==> src/rtl/hmnoc_layer_sequencer.sv <==
// Layer sequencer for the 4-cluster HMNOC array (west_0, west_1, east_0, east_1).
// Runs one conv layer: weight broadcast, iact load, then per output row a compute
// start followed by a drain of X_DIM psums from every cluster GLB.
module hmnoc_layer_sequencer #(
    parameter int unsigned DATA_BITWIDTH  = 16,
    parameter int unsigned ADDR_BITWIDTH  = 8,
    parameter int unsigned KERNEL_SIZE    = 3,
    parameter int unsigned ACT_SIZE       = 7,
    parameter int unsigned X_DIM          = 5,
    parameter int unsigned PSUM_LOAD_ADDR = 0,
    parameter int unsigned FILL_CYC       = 3,
    parameter int unsigned START_LEN      = 2,
    parameter int unsigned SETTLE_CYC     = 8
) (
    input  logic                       clk,
    input  logic                       reset,
    input  logic                       layer_start,
    output logic                       busy,
    output logic                       layer_done,
    output logic                       wght_en,
    output logic [3:0]                 iact_en,
    output logic [15:0]                mode_wght,
    output logic [15:0]                mode_iact,
    output logic [15:0]                mode_psum,
    output logic                       noc_start,
    input  logic                       load_done,
    input  logic                       compute_done,
    output logic [3:0]                 psum_r_req,
    output logic [ADDR_BITWIDTH-1:0]   psum_r_addr,
    input  logic [4*DATA_BITWIDTH-1:0] psum_r_data,
    output logic                       psum_out_valid,
    input  logic                       psum_out_ready,
    output logic [4*DATA_BITWIDTH-1:0] psum_out_data,
    output logic [7:0]                 psum_out_row,
    output logic [7:0]                 psum_out_col
);

    localparam int unsigned WLOAD_LEN = KERNEL_SIZE * KERNEL_SIZE + FILL_CYC;
    localparam int unsigned ILOAD_LEN = ACT_SIZE * ACT_SIZE + FILL_CYC;
    localparam int unsigned NUM_ROWS  = ACT_SIZE - KERNEL_SIZE + 1;

    localparam logic [3:0] MODE_ALL       = 4'd0;
    localparam logic [3:0] MODE_WEST      = 4'd3;
    localparam logic [3:0] MODE_EAST      = 4'd4;
    localparam logic [3:0] MODE_EASTSOUTH = 4'd6;
    localparam logic [3:0] MODE_CLOSED    = 4'd11;

    localparam logic [15:0] MODES_CLOSED = {4{MODE_CLOSED}};
    // Weight broadcast from west_0, nibbles low to high: ALL, EASTSOUTH, WEST, EAST
    localparam logic [15:0] MODES_WGHT   = {MODE_EAST, MODE_WEST, MODE_EASTSOUTH, MODE_ALL};
    localparam logic [15:0] MODES_IACT   = {4{MODE_WEST}};

    typedef enum logic [3:0] {
        StIdle, StWload, StWwait, StIload, StIwait, StStart,
        StComp, StSettle, StRd, StCap, StHold, StDone
    } state_t;

    state_t                     state_q, state_d;
    logic [15:0]                cnt_q, cnt_d;
    logic                       seen_low_q, seen_low_d;
    logic [7:0]                 row_q, row_d;
    logic [7:0]                 col_q, col_d;
    logic [ADDR_BITWIDTH-1:0]   addr_q, addr_d;
    logic [4*DATA_BITWIDTH-1:0] data_q, data_d;
    logic                       valid_q, valid_d;
    logic                       wait_level;

    // State and datapath registers; synchronous reset aborts any layer in flight
    always_ff @(posedge clk) begin
        if (reset) begin
            state_q    <= StIdle;
            cnt_q      <= '0;
            seen_low_q <= 1'b0;
            row_q      <= '0;
            col_q      <= '0;
            addr_q     <= '0;
            data_q     <= '0;
            valid_q    <= 1'b0;
        end else begin
            state_q    <= state_d;
            cnt_q      <= cnt_d;
            seen_low_q <= seen_low_d;
            row_q      <= row_d;
            col_q      <= col_d;
            addr_q     <= addr_d;
            data_q     <= data_d;
            valid_q    <= valid_d;
        end
    end

    // Next-state, datapath updates and Moore decode of the router/GLB controls
    always_comb begin
        state_d    = state_q;
        cnt_d      = cnt_q + 16'd1;
        seen_low_d = seen_low_q;
        row_d      = row_q;
        col_d      = col_q;
        addr_d     = addr_q;
        data_d     = data_q;
        valid_d    = valid_q;
        busy       = (state_q != StIdle);
        layer_done = 1'b0;
        wght_en    = 1'b0;
        iact_en    = 4'h0;
        mode_wght  = MODES_CLOSED;
        mode_iact  = MODES_CLOSED;
        mode_psum  = MODES_CLOSED;
        noc_start  = 1'b0;
        psum_r_req = 4'h0;
        wait_level = (state_q == StComp) ? compute_done : load_done;

        case (state_q)
            StIdle: begin
                if (layer_start) state_d = StWload;
            end
            StWload: begin
                wght_en   = 1'b1;
                mode_wght = MODES_WGHT;
                if (cnt_q == 16'(WLOAD_LEN - 1)) state_d = StWwait;
            end
            StWwait: begin
                if (seen_low_q && load_done) state_d = StIload;
            end
            StIload: begin
                iact_en   = 4'hF;
                mode_iact = MODES_IACT;
                if (cnt_q == 16'(ILOAD_LEN - 1)) state_d = StIwait;
            end
            StIwait: begin
                if (seen_low_q && load_done) state_d = StStart;
            end
            StStart: begin
                noc_start = 1'b1;
                if (cnt_q == 16'(START_LEN - 1)) state_d = StComp;
            end
            StComp: begin
                if (seen_low_q && compute_done) state_d = StSettle;
            end
            StSettle: begin
                if (cnt_q == 16'(SETTLE_CYC - 1)) state_d = StRd;
            end
            StRd: begin
                psum_r_req = 4'hF;
                state_d    = StCap;
            end
            StCap: begin
                // Read data arrives one cycle after the request
                data_d  = psum_r_data;
                valid_d = 1'b1;
                state_d = StHold;
            end
            StHold: begin
                if (psum_out_ready) begin
                    valid_d = 1'b0;
                    if (col_q != 8'(X_DIM - 1)) begin
                        col_d   = col_q + 8'd1;
                        state_d = StRd;
                    end else if (row_q != 8'(NUM_ROWS - 1)) begin
                        row_d   = row_q + 8'd1;
                        col_d   = '0;
                        state_d = StStart;
                    end else begin
                        state_d = StDone;
                    end
                end
            end
            StDone: begin
                layer_done = 1'b1;
                row_d      = '0;
                col_d      = '0;
                state_d    = StIdle;
            end
            default: state_d = StIdle;
        endcase

        // Edge detect: only a low seen inside the current state arms acceptance
        if (state_d != state_q) begin
            cnt_d      = '0;
            seen_low_d = 1'b0;
        end else if (!wait_level) begin
            seen_low_d = 1'b1;
        end

        // Address wraps modulo the GLB address space
        if (state_d == StRd && state_q != StRd) begin
            addr_d = ADDR_BITWIDTH'(PSUM_LOAD_ADDR + 32'(row_d) * X_DIM + 32'(col_d));
        end
    end

    assign psum_r_addr    = addr_q;
    assign psum_out_valid = valid_q;
    assign psum_out_data  = data_q;
    assign psum_out_row   = row_q;
    assign psum_out_col   = col_q;

endmodule

==> config.mk <==
export PLATFORM = sky130hd
export DESIGN_NAME = hmnoc_layer_sequencer
export DESIGN_NICKNAME = d
export VERILOG_FILES = /design/src/rtl/hmnoc_layer_sequencer.sv
export SDC_FILE = /design/constraint.sdc
export NUM_CORES = 1
export LEC_CHECK = 0
export BUFFER_PORTS_ARGS = -buffer_cell sky130_fd_sc_hd__buf_2
export CORE_AREA = 4 4 108 110
export DETAILED_ROUTE_END_ITERATION = 16
export DIE_AREA = 0 0 112 114
export PLACE_DENSITY = 0.85
export SYNTH_ARGS = -nofsm -noshare
export SYNTH_HDL_FRONTEND = slang
export SYNTH_SLANG_ARGS = --single-unit
==> constraint.sdc <==
create_clock -name clk -period 8.2 [get_ports clk]
set_input_delay 0.41 -clock clk [delete_from_list [all_inputs] [get_ports clk]]
set_output_delay 0.41 -clock clk [all_outputs]
set_load 0.01 [all_outputs]
# Yosys cells after proc, flatten, opt, wreduce, memory -nomap -nowiden
# Index checks and enable logic that the tools add are counted.
# word_totals
reg_bits,110
latchBits,0
mem_bits_rw,0
romBits,0
inputBits,70
out_inout_bits,149
n_memories,0
# op_classes
addsub,4
n_mul,1
div,0
magnitude_cmp,0
eq_ne,21
shift,0
mux,30
bitwise,0
reduce_logical,8
# ops
operator,n
$mux 4,13
$mux 8,6
$pmux 4 s11,1
$mux 16,2
$pmux 8 s2,2
$eq 4x4->1 const B,5
$add 16x1->16 const B,1
$add 8x1->8 const B,2
$eq 16x1->1 const B,1
$eq 16x3->1 const B,1
$eq 16x4->1 const B,1
$eq 16x6->1 const B,1
$eq 4x3->1 const B,4
$ne 8x3->1 const B,2
$add 8x8->8,1
$eq 4x2->1 const B,2
$mul 8x3->8 const B,1
$mux 1,5
$eq 4x1->1 const B,1
$logic_not 4->1,1
$ne 4x4->1,1
$ne 4x4->1 const B,1
$reduce_bool 4->1,1
$logic_and 1x1->1,3
other kinds (5),5

# Logic depth before layout (Yosys ltp)
# Gate-level depths: netlist of run 1.
# depth
word_depth,7
mapped_depth,21

# Worst setup path before layout of run 1
# Ideal clock, no wire load.
# synth_timing
path_type,register -> register
from,reg state_q[1]
to,reg addr_q[7] (netlist: psum_r_addr[7])
setup_ns,0.091
t_arrival_ns,4.020
slack_ns,4.089
path_stages_with_launch,18
synth_period_minus_slack_ns,4.111
cell_sequence,dfxtp_1 -> clkbuf_1 -> inv_1 -> nor2_1 -> nand3_1 -> nor2_1 -> nor2_1 -> a311oi_1 -> ha_1 -> fa_1 -> ha_1 -> o21ai_0 -> a21oi_1 -> o21ai_0 -> a21oi_1 -> a31oi_1 -> xnor3_1 -> a311oi_1
# synth_via
elab_chain_len,4
elab_cells_between_ends,29
cone_classes,add/sub (1); mul (1); eq/ne (13); mux (12); reduce/logical (2)
# synth_lines
item,line_no,source
from (decl),58,"state_t state_q, state_d;"
from (signal assigned),71,state_q <= StIdle;
from (signal assigned),80,state_q <= state_d;
$eq 4x4->1,112,case (state_q)
$pmux 8 s2 (*),112,
via row_d[2],61,"logic [7:0] row_q, row_d;"
$mul 8x3->8 (*),186,addr_d = ADDR_BITWIDTH'(PSUM_LOAD_ADDR + 32'(row_d) * X_DIM + 32'(col_d));
$add 8x8->8 (*),186,
to (signal assigned),85,addr_q <= addr_d;
to (decl),63,"logic [ADDR_BITWIDTH-1:0] addr_q, addr_d;"
# The timed path passes the listed nets; every way through them passes the cells marked *.
# A chain may end at the register's enable or synchronous reset.

# Worst setup path in the final report of run 1
# layout_timing
from,reg state_q[3]
to,reg addr_q[7] (netlist: psum_r_addr[7])
# Same word-level chain as after synthesis.

==> results.cfg, run 1 <==
[detailed_routing]
wl_per_cell_um = 13.9
viasPerCell = 5.22
drc_errors = 0
wl_mm = 13.9
vias = 5223
drt_iter0_markers = 403
first_pass_iters = 4
ant_nets = 0

[sta]
tightestPinTransition_ns = 1.14
grt_setup_unrepaired = false
period_minus_slack_ns = 4.76
skew_ns = 0.0109
finalSetupViolations = 0
hold_viol = 0
drv_slew = 0
slew_headroom_pct = 23.7
setup_ws_ns = 3.44
fmax_ghz = 0.210
finalCritPeriodShare_pct = 58.1
whs_ns = 0.261
fin_tns_setup_ns = 0

[synthesis]
ys_seq_area_share_pct = 39.2
synthDistinctLibCells = 55
synth_warnings = 0
synth_edf_count = 0
synthArstFlopShare_pct = 0
syn_avg_cell_area_um2 = 7.90
yosys_register_bits = 110
synth_flop_cell = dfxtp_1
synth_area_um2 = 5620
syn_inst = 711

[global_route]
antenna_found_initial = 0
grt_pass1_wl_mm = 22.1
grt_max_degree = 95
grt_pass1_vias = 4670
grt_overflow = 0
grt_use_total_pct = 20.8

[clock_network]
clk_pin_slew_ns = 0.11
clockBufferDepth = 2
cts_hold_buf = 0
cts_inserted_buffers = 9
postCtsSetupBuffers = 0
clock_latency_ns = 0.37
cts_root_buf = clkbuf_8
cts_tree = built
ctsResizeCount = 0
clock-sinks = 110
cts_max_level = 3

[pwr]
p_per_area_nw_per_um2 = 144
seq_power_share_pct = 57.0
pwr-share-comb_pct = 6.1
swShare_pct = 24.7
clkPwrFrac_pct = 36.9
p_switching_w = 0.000234
p_int_w = 0.000713
p_leak_nw = 2.91
vdd_drop_max_uv = 142
p_total_w = 0.000947

[critical_path]
max_stage_delay_ns = 0.60
reg2reg_slack_ns = 3.44
critPathCaptureType = flop
crit_chain = nand2b_1 -> nor2_1 -> nand3_1 -> nor2_1 -> nor2_1 -> a311oi_1 -> ha_1 -> fa_1 -> ha_1 -> o21ai_0 -> a21oi_1 -> o21ai_0 -> a21oi_1 -> a31oi_1 -> xnor3_1 -> a311oi_1
regToRegEndpoint = psum_r_addr[7]
start_kind = flop
endpoint = psum_r_addr[7]
r2r_start = state_q[3]
crit_required_ns = 8.47
critPathArrivalTime_ns = 5.03
r2r.worst_path.cells = 16
slowest_stage = dfxtp_1
critPathMaxFanout = 15
crit_path_frequent_cell = nor2_1
crit_type = flop to flop
startpoint = state_q[3]

[cells_and_area]
layout.nets = 950
area_growth_pct = 16.8
layout-drive-gt1-share_pct = 25.9
n_antenna_cell = 0

[run_status]
status = complete, no violations

[placed_design]
dpl.hpwl_mm = 10.2
place_congestion = 0.914
place_ws_ns = 3.56
port_buffers = 185

[die]
start_util_pct = 52.5
rows = 38
ios = 219
coreArea_um2 = 10700
dieArea_um2 = 12800
die-width_um = 112
fp.dieH_um = 114

[min_path]
hp-class = input port to flop

[run]
drv_cap = 0
kinds of logic after synthesis:
family	Yosys count	synth area share, %
buffers and inverters	109	10.9
adder cells (fa/ha/maj)	25	6.24
flip-flops	110	39.2
other	2	0.134
XOR/XNOR	21	3.52
multiplexers	3	0.579
AO/OA/AOI/OAI	140	14.2
AND/OR/NAND/NOR	301	25.2
through the flow:
step,cell area [um^2],utilization (%),std cells
global placement,6340,59.3,984
floorplan,5730,-,742
finish,6560,61.3,1000
detailed placement,6340,59.3,984
global route,6560,61.3,1000
CTS,6560,61.3,1000
metal layers:
metal / part of all wire (%) / global-route usage (%)
met1: 41 / 25.8
met2: 49 / 34.8
met3: 8.2 / 6.31
met4: 1.7 / 6.97
met5: 0 / 0
worst min-delay path by stage:
stage / endpoint / cells after the start / startpoint
2_1_floorplan: seen_low_q / 2 / seen_low_q
3_3_place_gp: psum_out_data[48] / 2 / psum_out_data[48]
3_5_place_dp: psum_out_data[59] / 2 / psum_out_data[59]
4_1_cts: psum_out_data[36] / 3 / psum_r_data[36]
5_1_grt: psum_out_data[52] / 3 / psum_r_data[52]
6_report: psum_out_data[36] / 3 / psum_r_data[36]
cells in the mapped netlist (2+ instances only):
cell type	number	share of area, %
a211o_1	2	0.31
a21oi_1	89	7.9
a22oi_1	2	0.27
a311oi_1	3	0.47
a31oi_1	3	0.33
a32o_1	2	0.36
and2_1	3	0.33
and3_1	11	1.2
and4_1	3	0.47
buf_1	4	0.27
buf_4	52	7.0
clkbuf_1	29	1.9
conb_1	2	0.13
dfxtp_1	110	39
fa_1	5	1.8
ha_1	20	4.5
inv_1	22	1.5
mux2_2	2	0.40
nand2_1	154	10
nand2b_1	5	0.56
nand3_1	17	1.5
nand3b_1	3	0.40
nand4_1	10	1.1
nand4b_1	2	0.31
nor2_1	43	2.9
nor2_2	10	1.1
nor2b_1	14	1.6
nor3_1	12	1.1
nor4_1	3	0.33
nor4b_1	3	0.47
nor4bb_1	3	0.53
o21a_1	2	0.27
o21ai_0	24	2.1
o22ai_1	2	0.22
or3_1	2	0.22
xnor2_1	7	1.1
xor2_1	13	2.0
power by group through the flow:
stage	Clock, W	Sequential [W]	Combinational [W]
final	0.000349	0.000540	0.0000575
after global routing	0.000380	0.000541	0.0000636
after CTS	0.000362	0.000540	0.0000573
after detailed placement	0	0.000553	0.0000572
after global placement	0	0.000552	0.0000565
after floorplan	0	0.000551	0.0000507
worst max-delay path, delay by kind of cell, from the launching register on:
| family | cells | cell delay [ns] |
|---|---|---|
| and+or+nand+nor | 5 | 1.14 |
| adders and majority gates | 3 | 1.16 |
| xor gates and xnor gates | 1 | 0.33 |
| DFF | 1 | 0.60 |
| AOI/OAI and AO/OA | 7 | 1.44 |
state kept, by name (all words and copies together), names as in the netlist:
name / count
psum_out_data: 64
state_q: 4
psum_out_col: 8
psum_out_row: 8
psum_out_valid: 1
cnt_q: 16
seen_low_q: 1
psum_r_addr: 8
final cells by class:
cell class | count | area, um^2
Clock inverter | 6 | 80.1
Multi-Input combinational cell | 523 | 2930
Sequential cell | 110 | 2200
Inverter | 22 | 82.6
Tap cell | 140 | 175
Fill cell | 1012 | 4140
Timing Repair Buffer | 189 | 956
Clock buffer | 10 | 138
cell usage in the layout (no fill, tap or decap), drive strengths merged, types with 2 or more instances in the layout:
| cell type | netlist | layout |
|---|---|---|
| and3 | 11 | 11 |
| o21a | 2 | 2 |
| mux2 | 2 | 2 |
| inv | 22 | 24 |
| nor4bb | 3 | 3 |
| nand2b | 5 | 5 |
| nor4 | 4 | 4 |
| nand4 | 10 | 10 |
| nand3 | 17 | 17 |
| clkinv | 0 | 2 |
| clkbuf | 29 | 10 |
| nor4b | 3 | 3 |
| a32o | 2 | 2 |
| nor2b | 14 | 14 |
| nor3 | 12 | 12 |
| conb | 2 | 33 |
| nand4b | 2 | 2 |
| a21boi | 2 | 2 |
| a31oi | 3 | 3 |
| fa | 5 | 5 |
| o21ai | 24 | 24 |
| xnor2 | 7 | 7 |
| xor2 | 13 | 13 |
| a22oi | 2 | 2 |
| nand2 | 154 | 154 |
| buf | 58 | 189 |
| a311oi | 3 | 3 |
| ha | 20 | 20 |
| nand3b | 3 | 3 |
| dfxtp | 110 | 110 |
| and4 | 3 | 3 |
| a211o | 2 | 2 |
| o22ai | 2 | 2 |
| nor2 | 53 | 53 |
| a21oi | 89 | 89 |
| and2 | 3 | 3 |
| or3 | 2 | 2 |
Power figures use the tool's default switching activity.
==> run 2: changes to the inputs <==
--- a/config.mk
+++ b/config.mk
@@ -6,10 +6,10 @@
 export NUM_CORES = 1
 export LEC_CHECK = 0
 export BUFFER_PORTS_ARGS = -buffer_cell sky130_fd_sc_hd__buf_2
-export CORE_AREA = 4 4 108 110
+export CORE_AREA = 4 4 113 115
 export DETAILED_ROUTE_END_ITERATION = 16
-export DIE_AREA = 0 0 112 114
-export PLACE_DENSITY = 0.85
+export DIE_AREA = 0 0 117 119
+export PLACE_DENSITY = 0.78
 export SYNTH_ARGS = -nofsm -noshare
 export SYNTH_HDL_FRONTEND = slang
 export SYNTH_SLANG_ARGS = --single-unit
==> constraint.sdc (replaced) <==
create_clock -name clk -period 4.7 [get_ports clk]
set_input_delay 0.235 -clock clk [delete_from_list [all_inputs] [get_ports clk]]
set_output_delay 0.235 -clock clk [all_outputs]
set_load 0.01 [all_outputs]
==> results.cfg, run 2 (same netlist as run 1, synthesis figures left out) <==
[global_route]
grt_max_degree = 94
grt_overflow = 0
grt_pass1_vias = 4790
grt_use_total_pct = 20.3
grt_pass1_wl_mm = 22.9
antenna_found_initial = 0

[die]
start_util_pct = 47.5
fp.dieH_um = 119
rows = 40
die-width_um = 117
dieArea_um2 = 13900
ios = 219
coreArea_um2 = 11800

[sta]
hold_viol = 0
slew_headroom_pct = 19.8
skew_ns = 0.00657
tightestPinTransition_ns = 1.20
drv_slew = 0
finalSetupViolations = 0
fmax_ghz = 0.231
grt_setup_unrepaired = false
finalCritPeriodShare_pct = 92.1
period_minus_slack_ns = 4.33
fin_tns_setup_ns = 0

[critical_path]
critPathCaptureType = flop
critPathMaxFanout = 9
r2r_start = psum_out_col[0]
crit_path_frequent_cell = o21ai_0
reg2reg_slack_ns = 0.37
max_stage_delay_ns = 0.49
crit_chain = inv_1 -> ha_1 -> nor4bb_1 -> and2_2 -> o21ai_0 -> nand2_1 -> o21ai_0 -> a22o_1 -> ha_1 -> fa_1 -> ha_1 -> o21ai_0 -> a21oi_1 -> o21ai_0 -> a21oi_1 -> a31oi_1 -> xnor3_1 -> a311oi_1
critPathArrivalTime_ns = 4.57
crit_required_ns = 4.94
r2r.worst_path.cells = 18
regToRegEndpoint = psum_r_addr[7]
crit_type = flop to flop
slowest_stage = fa_1
start_kind = flop

[min_path]
worstHoldStart = psum_r_data[18]
hp-class = input port to flop
min_to = psum_out_data[18]
hold_depth = 3

[pwr]
p_switching_w = 0.000420
clkPwrFrac_pct = 41.1
p_leak_nw = 2.98
swShare_pct = 23.7
p_per_area_nw_per_um2 = 265
vdd_drop_max_uv = 208
seq_power_share_pct = 52.9
pwr-share-comb_pct = 5.9
p_int_w = 0.00135

[detailed_routing]
vias = 5149
drt_iter0_markers = 347
wl_per_cell_um = 14.3
ant_nets = 0
wl_mm = 14.5
first_pass_iters = 6
viasPerCell = 5.08
drc_errors = 0

[clock_network]
clockBufferDepth = 2
clk_pin_slew_ns = 0.07
cts_hold_buf = 0
cts_root_buf = clkbuf_16
clock-sinks = 110
cts_inserted_buffers = 9
cts_max_level = 3
cts_tree = built
clock_latency_ns = 0.34

[cells_and_area]
final_common_cell = buf_2
final_area_um2 = 6710
largest_reg_flops = 64
n_antenna_cell = 0
nFillCells = 1123
area_growth_pct = 19.4
layout_common_cells = 185 x buf_2, 153 x nand2_1, 109 x dfxtp_1
layout.nets = 956
layout-drive-gt1-share_pct = 26.9

[run]
drv_cap = 0

[placed_design]
dpl.hpwl_mm = 10.5
place_congestion = 0.933
port_buffers = 185
dpl_cell_area_um2 = 6400

[run_status]
status = complete, no violations
==> run 2: changes by cell type in the layout (fill, tap and decap cells not counted), sizes merged <==
cell | before | now
clkbuf | 10 | 11
buf | 189 | 195
bufinv | 1 | 0
==> run 2: power by group through the flow <==
stage                     clock (W)  sequential (W)  combinational (W)
after floorplan                   0        0.000961          0.0000884
after global placement            0        0.000961           0.000104
after detailed placement          0        0.000961           0.000104
after CTS                  0.000752        0.000939           0.000105
after global routing       0.000785        0.000940           0.000117
final                      0.000730        0.000939           0.000105
==> run 2: repair_timing <==
action | in CTS | in global routing
gates resized for setup | 0 | 6
hold endpoints to repair | 0 | 0
endpoints found under the setup margin | 0 | 1
setup buffers | 0 | 0
==> run 2: worst max-delay path by stage <==
| stage | startpoint | to | slack [ns] | depth (start not counted) |
|---|---|---|---|---|
| after floorplan | state_q[1] | psum_r_addr[7] | 0.59 | 17 |
| after global placement | psum_out_col[2] | psum_r_addr[7] | 0.41 | 16 |
| after detailed placement | psum_out_col[2] | psum_r_addr[7] | 0.24 | 16 |
| after CTS | psum_out_col[2] | psum_r_addr[7] | 0.17 | 16 |
| after global routing | psum_out_row[2] | psum_r_addr[7] | 0.007 | 16 |
| final | psum_out_col[0] | psum_r_addr[7] | 0.37 | 18 |
==> run 2: area by class of cell <==
type / instances / area (um^2) / area share, %
multi-input cells: 523 / 2950 / 44.0
flip-flops and latches: 110 / 2200 / 32.9
repair buffers: 195 / 1000 / 14.9
clock buffers: 11 / 243 / 3.62
well taps: 147 / 184 / 2.74
inverters: 22 / 82.6 / 1.23
clock inverters: 5 / 41.3 / 0.616
==> run 2: through the flow <==
step | utilization, % | setup WS (ns) | power (W) | hold WS [ns] | cells
global route | 56.8 | 0.00693 | 0.00184 | 0.108 | 1013
finish | 56.8 | 0.371 | 0.00177 | 0.120 | 1013
global placement | 54.2 | 0.413 | 0.00107 | 0.438 | 997
detailed placement | 54.2 | 0.239 | 0.00107 | 0.443 | 997
floorplan | - | 0.589 | 0.00105 | 0.371 | 742
CTS | 56.6 | 0.174 | 0.00180 | 0.106 | 1013
==> run 2: layer usage <==
metal	vias up	routed length (um)	GRT usage (%)
met5	-	0	0
met4	0	352	8.03
met3	29	1080	4.57
met2	207	7030	33.2
met1	2312	6050	25.7
li1	2601	-	-
==> run 2: worst max-delay path: cells and delay by family (launching register included) <==
family | cells | cell delay, ns
AOI/OAI and AO/OA | 9 | 1.46
adders and majority gates | 4 | 1.32
and+or+nand+nor | 3 | 0.66
DFF | 1 | 0.37
xor gates and xnor gates | 1 | 0.33
buffers and inverters | 1 | 0.08
